`src/rtl/io_ready_pkg.sv`:
```
// rtl/io_ready_pkg.sv - FSM state encoding and default widths shared by io_ready_ctrl
package io_ready_pkg;

    localparam int SLOT_W_DEF = 3;
    localparam int TO_W_DEF   = 8;

    typedef enum logic [2:0] {
        ST_IDLE   = 3'd0,
        ST_SETTLE = 3'd1,
        ST_WAIT   = 3'd2,
        ST_ACK    = 3'd3,
        ST_TOUT   = 3'd4
    } state_t;

endpackage

```
`src/rtl/sync_2ff.sv`:
```
// rtl/sync_2ff.sv - two-flop synchronizer with a parameterized reset value
module sync_2ff #(
    parameter int               WIDTH   = 1,
    parameter logic [WIDTH-1:0] RST_VAL = '0
) (
    input  logic             clk,
    input  logic             rst_n,
    input  logic [WIDTH-1:0] d,
    output logic [WIDTH-1:0] q
);

    logic [WIDTH-1:0] meta;

    always_ff @(posedge clk) begin
        if (!rst_n) begin
            meta <= RST_VAL;
            q    <= RST_VAL;
        end else begin
            meta <= d;
            q    <= meta;
        end
    end

endmodule

```
`src/rtl/io_ready_ctrl.sv`:
```
// rtl/io_ready_ctrl.sv - Dock I/O wait-state controller; watchdog/TOUT built only with IO_READY_TIMEOUT_EN
module io_ready_ctrl
    import io_ready_pkg::*;
#(
    parameter int NUM_SLOTS   = 5,
    parameter int SLOT_W      = SLOT_W_DEF,
    parameter int MIN_WAIT    = 1,
    parameter int TIMEOUT_CYC = 200,
    parameter int TO_W        = TO_W_DEF
) (
    input  logic                 clk,
    input  logic                 rst_n,
    input  logic                 iorq_n,
    input  logic                 r_w_,
    input  logic                 win_valid,
    input  logic [SLOT_W-1:0]    sel_slot,
    input  logic [NUM_SLOTS-1:0] dev_ready_n,
    input  logic                 err_clr,
    output logic                 ready_n,
    output logic                 cyc_active,
    output logic                 ff_force,
    output logic                 timeout_err,
    output logic [SLOT_W-1:0]    timeout_slot
);

    localparam logic [3:0] WLAST = (MIN_WAIT == 0) ? 4'd0 : 4'(MIN_WAIT - 1);

    logic                 iorq_s;
    logic [NUM_SLOTS-1:0] rdy_s;
    state_t               state, state_nx;
    logic [3:0]           wcnt;
    logic [SLOT_W-1:0]    slot_q;
    logic [1:0]           flush;
    logic                 armed;
    logic                 start, mapped, slot_rdy, wcnt_last, tterm;

    sync_2ff #(.WIDTH(1), .RST_VAL(1'b1)) u_iorq_sync (
        .clk   (clk),
        .rst_n (rst_n),
        .d     (iorq_n),
        .q     (iorq_s)
    );

    sync_2ff #(.WIDTH(NUM_SLOTS), .RST_VAL({NUM_SLOTS{1'b1}})) u_rdy_sync (
        .clk   (clk),
        .rst_n (rst_n),
        .d     (dev_ready_n),
        .q     (rdy_s)
    );

    // A cycle may only start once /IORQ has been seen high through a flushed synchronizer,
    // so a reset in the middle of a cycle never re-enters that same cycle.
    assign start     = (state == ST_IDLE) && armed && !iorq_s;
    assign mapped    = win_valid && (32'(sel_slot) < NUM_SLOTS);
    assign slot_rdy  = rdy_s[slot_q];
    assign wcnt_last = (wcnt == WLAST);

    always_comb begin
        state_nx = state;
        case (state)
            ST_IDLE: begin
                if (start) state_nx = mapped ? ST_SETTLE : ST_ACK;
            end
            ST_SETTLE: begin
                if (iorq_s)                  state_nx = ST_IDLE;
                else if (tterm && !slot_rdy) state_nx = ST_TOUT;
                else if (wcnt_last)          state_nx = ST_WAIT;
            end
            ST_WAIT: begin
                if (iorq_s)        state_nx = ST_IDLE;
                else if (slot_rdy) state_nx = ST_ACK;
                else if (tterm)    state_nx = ST_TOUT;
            end
            ST_ACK, ST_TOUT: begin
                if (iorq_s) state_nx = ST_IDLE;
            end
            default: state_nx = ST_IDLE;
        endcase
    end

    always_ff @(posedge clk) begin
        if (!rst_n) begin
            state      <= ST_IDLE;
            wcnt       <= '0;
            slot_q     <= '0;
            flush      <= '0;
            armed      <= 1'b0;
            ready_n    <= 1'b1;
            cyc_active <= 1'b0;
        end else begin
            state      <= state_nx;
            wcnt       <= (state == ST_SETTLE) ? wcnt + 4'd1 : 4'd0;
            flush      <= {flush[0], 1'b1};
            if (flush[1] && iorq_s) armed <= 1'b1;
            if (start) slot_q <= sel_slot;
            ready_n    <= !(state_nx == ST_SETTLE || state_nx == ST_WAIT);
            cyc_active <= (state_nx != ST_IDLE);
        end
    end

`ifdef IO_READY_TIMEOUT_EN
    logic [TO_W-1:0] tcnt;
    logic            rd_q;

    assign tterm = (tcnt == TO_W'(TIMEOUT_CYC - 1));

    always_ff @(posedge clk) begin
        if (!rst_n) begin
            tcnt         <= '0;
            rd_q         <= 1'b0;
            ff_force     <= 1'b0;
            timeout_err  <= 1'b0;
            timeout_slot <= '0;
        end else begin
            tcnt     <= (state == ST_SETTLE || state == ST_WAIT) ? tcnt + 1'b1 : '0;
            if (start) rd_q <= r_w_;
            ff_force <= (state_nx == ST_TOUT) && rd_q;
            // A timeout being raised takes priority over a clear in the same cycle.
            if (state_nx == ST_TOUT && state != ST_TOUT) begin
                timeout_err  <= 1'b1;
                timeout_slot <= slot_q;
            end else if (err_clr) begin
                timeout_err  <= 1'b0;
            end
        end
    end
`else
    logic unused_cfg;

    assign tterm        = 1'b0;
    assign ff_force     = 1'b0;
    assign timeout_err  = 1'b0;
    assign timeout_slot = '0;
    assign unused_cfg   = ^{err_clr, r_w_, 32'(TIMEOUT_CYC), 32'(TO_W)};
`endif

endmodule

```
`config.mk`:
```
export PLATFORM = sky130hd
export DESIGN_NAME = io_ready_ctrl
export DESIGN_NICKNAME = d
export VERILOG_FILES = /design/src/rtl/io_ready_pkg.sv /design/src/rtl/sync_2ff.sv /design/src/rtl/io_ready_ctrl.sv
export SDC_FILE = /design/constraint.sdc
export NUM_CORES = 1
export LEC_CHECK = 0
export BUFFER_PORTS_ARGS = -buffer_cell sky130_fd_sc_hd__buf_2
export CELL_PAD_IN_SITES_DETAIL_PLACEMENT = 0
export CELL_PAD_IN_SITES_GLOBAL_PLACEMENT = 2
export CORE_MARGIN = 3
export CORE_UTILIZATION = 29
export CTS_CLUSTER_DIAMETER = 120
export DETAILED_ROUTE_END_ITERATION = 10
export GPL_TIMING_DRIVEN = 0
export PLACE_DENSITY_LB_ADDON = 0.1
export SLEW_MARGIN = 5
export SYNTH_ARGS = -nofsm -noshare
export SYNTH_HDL_FRONTEND = slang
export SYNTH_SLANG_ARGS = --single-unit
```
`constraint.sdc`:
```
create_clock -name clk -period 1.5 [get_ports clk]
set_clock_uncertainty 0.05 [all_clocks]
set_input_delay 0.15 -clock clk [delete_from_list [all_inputs] [get_ports clk]]
set_output_delay 0.15 -clock clk [all_outputs]
set_load 0.005 [all_outputs]
```
==> results by group, run 1 <==
Synth
  • Synth Area in Adders: 2.457%
  • Mux share of post-synthesis cell area: 5.405%
  • Largest family of logic cells by synthesized area: simple AND/OR/NAND/NOR gates
  • Compound-Gate Fraction of Synth Area: 9.214%
  • #FFs+latches synth: 27
  • Area contributors post-synth: dfxtp_1 53%, nand2b_1 9.8%, mux2i_1 3.9%
  • Synth Area in Simple Gates: 21.87%
  • Post-Synth XOR/XNOR Area: 1.720%
  • Leading area contributor after synthesis: dfxtp_1
  • Top cell type's share of synthesized area: 53.07%
  • Distinct cells, synth: 24
  • Syn Area/Cell: 10.39 sq um
  • Post-Syn Instances: 98
  • Synth Warn #: 0
  • Sequential area share after synthesis: 53.07%
  • Synth Cell Area: 1018 sq um

Place
  • Placed instance area: 1154 sq um
  • Placer Congestion: 0.6627
  • DP HPWL: 1.197 mm
  • # port buffers: 13
  • Placed cells: 159

GRT
  • Vias in the first global route: 662
  • First-pass GRT wire length: 2.794 mm
  • Total track usage: 8.519%
  • Largest net degree at the start of global routing: 15
  • GRT overflow: 0
  • Initial antenna violation count: 0

Floorplan
  • Die Wd: 65.26 um
  • Full die area: 4259 sq um
  • Initial core utilization: 31.80%
  • Core area: 3203 sq um
  • # rows: 20
  • I/O pin cnt: 21
  • Die Y: 65.26 um

Power and ir drop
  • Maximum VDD drop: 0.4089 mV
  • Internal Dissipation: 896.3 uW
  • PD cells: 859.3 nW/um^2
  • Sequential power share: 65.7%
  • LEAKAGE: 0.0005300 uW
  • Combinational Power Share: 8.0%
  • Switching Share: 21.13%
  • Switching power: 240.2 uW
  • Clock power frac: 26.3%

Clock network
  • CTS tree: built
  • H-tree depth: 1
  • CTS max path bufs: 2
  • Root Driver: clkbuf_4
  • Skew-Pair Late Insertion Delay: 0.31 ns
  • Number of CTS-inserted buffers: 3
  • Sink Count: 27
  • Worst-path clk slew: 0.14 ns

Layout
  • Final Cell Area: 1323 sq um
  • Register area: 548.0 sq um
  • Share of cells above drive strength 1: 29.13%
  • Most frequent cells in the layout: 23 x dfxtp_1, 16 x nand2b_1, 13 x buf_2
  • Final std cells w/o fill: 171
  • Most common cell after layout, fill and taps aside: dfxtp_1
  • Nets@finish: 144
  • N_diodes: 0
  • Layout area overhead: 29.85%
  • Fill cells: 360
  • Multi-input gate area: 488.0 sq um

Flow run
  • MaxCap Viol Count: 0

Min path
  • Hold path start: sel_slot[2]
  • Min-Delay Path Depth: 3
  • HP Class: in -> reg
  • Hold Path Sink: slot_q[2]

STA
  • Max Clk Rate: 699.5 MHz
  • Final Hold Slack: 0.04669 ns
  • Tmin final: 1.430 ns
  • Final Max Slew Viols: 0
  • Period utilisation layout: 95.30%
  • # setup viols final: 0
  • Fin. Hold Viols: 0

Setup path
  • Setup CP Type: reg -> reg
  • Worst R2R End: cyc_active
  • Worst R2R Start: slot_q[0]
  • R2R cell count: 4
  • Worst EP required: 1.67 ns
  • CP peak stage delay: 0.38 ns
  • CP Launch Type: register
  • Max FO, Critical Path: 4
  • Crit-path cells: mux2_4 > o311ai_4 > o2bb2ai_4 > o31a_1
  • FF-to-FF setup slack: 0.07 ns
  • Slowest cell on the critical path: dfxtp_2
  • Crit path capture type: register
  • Crit path DAT: 1.60 ns

Routing
  • Vias per cell: 3.977
  • Vias: 680
  • DR iter-0 viols: 14
  • First-pass detailed-route iteration total: 2
  • Routed WL: 1.591 mm
  • DR WL/cell: 9.304 um
  • Detailed-route DRC error count: 0
  • DRT antenna net count: 0

Status
  • Status: finished, final reports clean
-- layer usage --
layer | wire length (um) | vias up | GRT usage, % | part of all wire [%]
met5 | 0 | - | 0 | 0
met1 | 817 | 297 | 11.39 | 51
met3 | 91 | 2 | 2.735 | 5.7
met4 | 18 | 0 | 3.109 | 1.1
met2 | 664 | 15 | 12.77 | 42
li1 | - | 366 | - | -
-- cell type report --
type	instances	area share [%]
Sequential cell	27	41.44
Multi-Input combinational cell	64	36.90
Timing Repair Buffer	21	10.79
Tap cell	44	4.163
Buffer	7	3.406
Clock buffer	4	1.987
Inverter	4	1.325
-- power by group through the flow --
stage               Clock [uW]  Sequential, uW  Combinational, uW
floorplan                    0             762               50.4
global placement             0             764               72.7
detailed placement           0             764               74.0
CTS                        323             749               89.3
global route               349             750                102
finish                     299             747               90.8
-- cell usage after synthesis (all sizes together) --
| cell | number |
|---|---|
| mux2i | 4 |
| nand2b | 16 |
| nor4b | 1 |
| nor2b | 5 |
| nand3 | 3 |
| buf | 5 |
| clkbuf | 2 |
| mux2 | 1 |
| ha | 2 |
| o31a | 2 |
| and2 | 3 |
| a21oi | 6 |
| nor2 | 9 |
| xnor2 | 1 |
| conb | 1 |
| xor2 | 1 |
| o21ai | 1 |
| inv | 4 |
| o2bb2ai | 1 |
| o311ai | 1 |
| nand2 | 1 |
| nor4bb | 1 |
| dfxtp | 27 |
-- per-stage QoR --
step / setup slack, ns / total power (uW) / setup TNS, ns / utilization [%]
final: 0.07046 / 1136 / 0 / 41.29
after global placement: -0.1323 / 836.9 / -0.2505 / 36.02
after global routing: -0.003564 / 1201 / -0.006039 / 41.29
after detailed placement: -0.1430 / 838.4 / -0.2903 / 36.02
after floorplan: 0.005349 / 812.2 / 0 / -
after CTS: 0.01601 / 1161 / 0 / 39.73
-- timing repair --
| action | CTS | global route |
|---|---|---|
| setup buffers | 0 | 1 |
| hold endpoints to repair | 7 | 0 |
| gates resized for setup | 6 | 10 |
| setup endpoints to repair | 3 | 3 |
| hold buffers | 7 | 0 |
| pin swaps | 2 | 3 |
-- cells by family after synthesis --
kind of cell	count (synthesis)
multiplexers	5
buffers and inverters	11
adder cells (fa/ha/maj)	2
XOR/XNOR	2
AND/OR/NAND/NOR	39
flip-flops	27
other	1
AO/OA/AOI/OAI	11
-- flip-flops by register name, indices dropped and copies added, names as in the netlist, 2 cells and up --
| signal | flops |
|---|---|
| flush | 2 |
| slot_q | 3 |
| state | 3 |
| u_rdy_sync.meta | 5 |
| u_rdy_sync.q | 5 |
| wcnt | 4 |
-- worst max-delay path by stage --
stage          slack, ns       from    endpoint
2_1_floorplan      0.005    wcnt[0]  cyc_active
3_3_place_gp       -0.13    wcnt[0]  cyc_active
3_5_place_dp       -0.14    wcnt[0]  cyc_active
4_1_cts             0.02    wcnt[0]     ready_n
5_1_grt           -0.004    wcnt[1]  cyc_active
6_report            0.07  slot_q[0]  cyc_active
-- critical path: cells and delay by family (launching register included) --
family / cells / cell delay, ns
DFF: 1 / 0.38
muxes: 1 / 0.32
AOI/OAI and AO/OA: 3 / 0.59
(Power assumes the default switching activity.)
==> run 2, diff against run 1 <==
Settings changed: CTS_BUF_LIST from default to sky130_fd_sc_hd__clkbuf_16.
==> run 2 against run 1 <==
- cell count is 3.5% lower
- final area down 0.28%
- fmax is 3.3% lower
- clock power increased by 94%
- largest cell class unchanged
- critical path type unchanged
- via count down 1.6%
- flip-flop and latch count unchanged
- sequential share of layout area down 0.072 points
- combinational power is 12% lower
- wire length shrank 1.1%
- sequential power hardly changed
==> results by group, run 2 (synthesis gave the netlist of run 1 again) <==
Status
  • Status: finished, final reports clean (unchanged)

Power and ir drop
  • Maximum VDD drop: 0.6211 mV (was 0.4089 mV)
  • PD cells: 1066 nW/um^2 (was 859.3 nW/um^2)
  • Clock power frac: 41.2% (was 26.3%)
  • LEAKAGE: 0.0005363 uW (was 0.0005300 uW)
  • Switching Share: 19.01% (was 21.13%)
  • Internal Dissipation: 1139 uW (was 896.3 uW)
  • Combinational Power Share: 5.7% (was 8.0%)
  • Sequential power share: 53.1% (was 65.7%)
  • Switching power: 267.3 uW (was 240.2 uW)

STA
  • # setup viols final: 0 (unchanged)
  • Max Clk Rate: 676.6 MHz (was 699.5 MHz)
  • RSZ-0062 raised after global routing: yes
  • Final Max Slew Viols: 0 (unchanged)
  • Fin. Hold Viols: 0 (unchanged)
  • Tmin final: 1.478 ns (was 1.430 ns)
  • Period utilisation layout: 98.53% (was 95.30%)

Layout
  • Layout area overhead: 29.48% (was 29.85%)
  • Share of cells above drive strength 1: 30.58% (was 29.13%)
  • Final Cell Area: 1319 sq um (was 1323 sq um)
  • Final std cells w/o fill: 165 (was 171)
  • Nets@finish: 138 (was 144)
  • Most common cell after layout, fill and taps aside: dfxtp_1 (unchanged)
  • N_diodes: 0 (unchanged)
  • Top Registers: u_rdy_sync.meta x5, u_rdy_sync.q x5, wcnt x4 (unchanged)
  • Fill cells: 352 (was 360)
  • Most frequent cells in the layout: 25 x dfxtp_1, 16 x nand2b_1, 13 x buf_2 (was 23 x dfxtp_1, 16 x nand2b_1, 13 x buf_2)

Routing
  • DRT antenna net count: 0 (unchanged)
  • Routed WL: 1.573 mm (was 1.591 mm)
  • Detailed-route DRC error count: 0 (unchanged)
  • Vias per cell: 4.055 (was 3.977)
  • DR iter-0 viols: 11 (was 14)
  • Vias: 669 (was 680)
  • First-pass detailed-route iteration total: 2 (unchanged)
  • DR WL/cell: 9.533 um (was 9.304 um)

Setup path
  • Crit path DAT: 1.57 ns (was 1.60 ns)
  • Buf/Inv on CP: 0 (unchanged)
  • Max FO, Critical Path: 4 (unchanged)
  • Slowest cell on the critical path: dfxtp_1 (was dfxtp_2)
  • CP peak stage delay: 0.39 ns (was 0.38 ns)
  • FF-to-FF setup slack: 0.02 ns (was 0.07 ns)
  • Family with the most delay on the worst path: compound AO/OA/AOI/OAI gates (unchanged)
  • Crit-path cells: mux2_4 > o311ai_4 > o2bb2ai_4 > o31a_1 (unchanged)
  • Worst EP required: 1.60 ns (was 1.67 ns)
  • CP Launch Type: register (unchanged)
  • Crit path capture type: register (unchanged)
  • Setup CP Type: reg -> reg (unchanged)

Place
  • Placed cells: 159 (unchanged)
  • DP HPWL: 1.197 mm (unchanged)
  • Placed instance area: 1154 sq um (unchanged)
  • Placer Congestion: 0.6627 (unchanged)
  • # port buffers: 13 (unchanged)

Clock network
  • Root Driver: clkbuf_16 (was clkbuf_4)
  • Number of CTS-inserted buffers: 3 (unchanged)
  • CTS tree: built (unchanged)
  • CTS max path bufs: 2 (unchanged)
  • Worst-path clk slew: 0.06 ns (was 0.14 ns)
  • Skew-Pair Late Insertion Delay: 0.25 ns (was 0.31 ns)
  • Sink Count: 27 (unchanged)
  • H-tree depth: 1 (unchanged)

Floorplan
  • Full die area: 4259 sq um (unchanged)
  • Initial core utilization: 31.80% (unchanged)
  • Core area: 3203 sq um (unchanged)
  • Die Wd: 65.26 um (unchanged)
  • I/O pin cnt: 21 (unchanged)
  • # rows: 20 (unchanged)
  • Die Y: 65.26 um (unchanged)

GRT
  • Largest net degree at the start of global routing: 15 (unchanged)
  • Vias in the first global route: 636 (was 662)
  • GRT overflow: 0 (unchanged)
  • First-pass GRT wire length: 2.746 mm (was 2.794 mm)
  • Initial antenna violation count: 0 (unchanged)
  • Total track usage: 8.375% (was 8.519%)

Min path
  • HP Class: in -> reg (unchanged)

Flow run
  • MaxCap Viol Count: 0 (unchanged)
[run 2: changes by cell type in the layout (fill, tap and decap cells not counted), sizes merged]
cell,previous run,this run
dlygate4sd3,7,1
inv,4,5
clkbuf,6,5
[run 2: power by group through the flow]
stage | sequential, uW | combinational, uW | clock (uW)
global placement | 764 | 72.7 | 0
detailed placement | 764 | 74.0 | 0
CTS | 748 | 77.6 | 602
finish | 747 | 80.0 | 579
global route | 749 | 90.2 | 637
floorplan | 762 | 50.4 | 0
[run 2: metal layers]
layer | global-route usage [%] | wire [um] | vias up
met5 | 0 | 0 | -
met4 | 2.332 | 19 | 0
met3 | 3.248 | 91 | 2
met2 | 12.26 | 657 | 15
met1 | 11.39 | 806 | 297
li1 | - | - | 355
[run 2: timing repair]
item | in CTS | in global routing
resized for setup | 4 | 14
pin swaps | 1 | 5
setup endpoints to repair | 3 | 4
buffers inserted | 0 | 1
hold buffers | 1 | 0
endpoints found under the hold margin | 1 | 0
[run 2: metrics by stage]
stage	hold slack, ns	power, uW	TNS (ns)	util [%]	setup slack (ns)
2_1_floorplan	0.1277	812.2	0	-	0.005349
3_3_place_gp	0.2610	836.9	-0.2505	36.02	-0.1323
3_5_place_dp	0.2652	838.4	-0.2903	36.02	-0.1430
4_1_cts	0.02136	1427	0	39.41	0.0002907
5_1_grt	0.01708	1476	-0.09346	41.17	-0.04999
6_report	0.02128	1406	0	41.17	0.02205
[run 2: worst paths after layout]
check / startpoint / endpoint / cells past startpoint
max: slot_q[0] / cyc_active / 4
min: dev_ready_n[0] / u_rdy_sync.meta[0] / 2
max reg2reg: slot_q[0] / cyc_active / 4
min reg2reg: u_iorq_sync.meta / u_iorq_sync.q / 1
[run 2: final cells by class]
cell class | instances | area (sq um) | share of cell area (%)
sequential | 27 | 545.5 | 41.37
multi-input combinational | 64 | 493.0 | 37.38
timing repair buffer | 15 | 82.58 | 6.262
clock buffer | 3 | 75.07 | 5.693
tap | 44 | 55.05 | 4.175
buffer | 7 | 46.29 | 3.510
inverter | 4 | 17.52 | 1.328
clock inverter | 1 | 3.754 | 0.2846
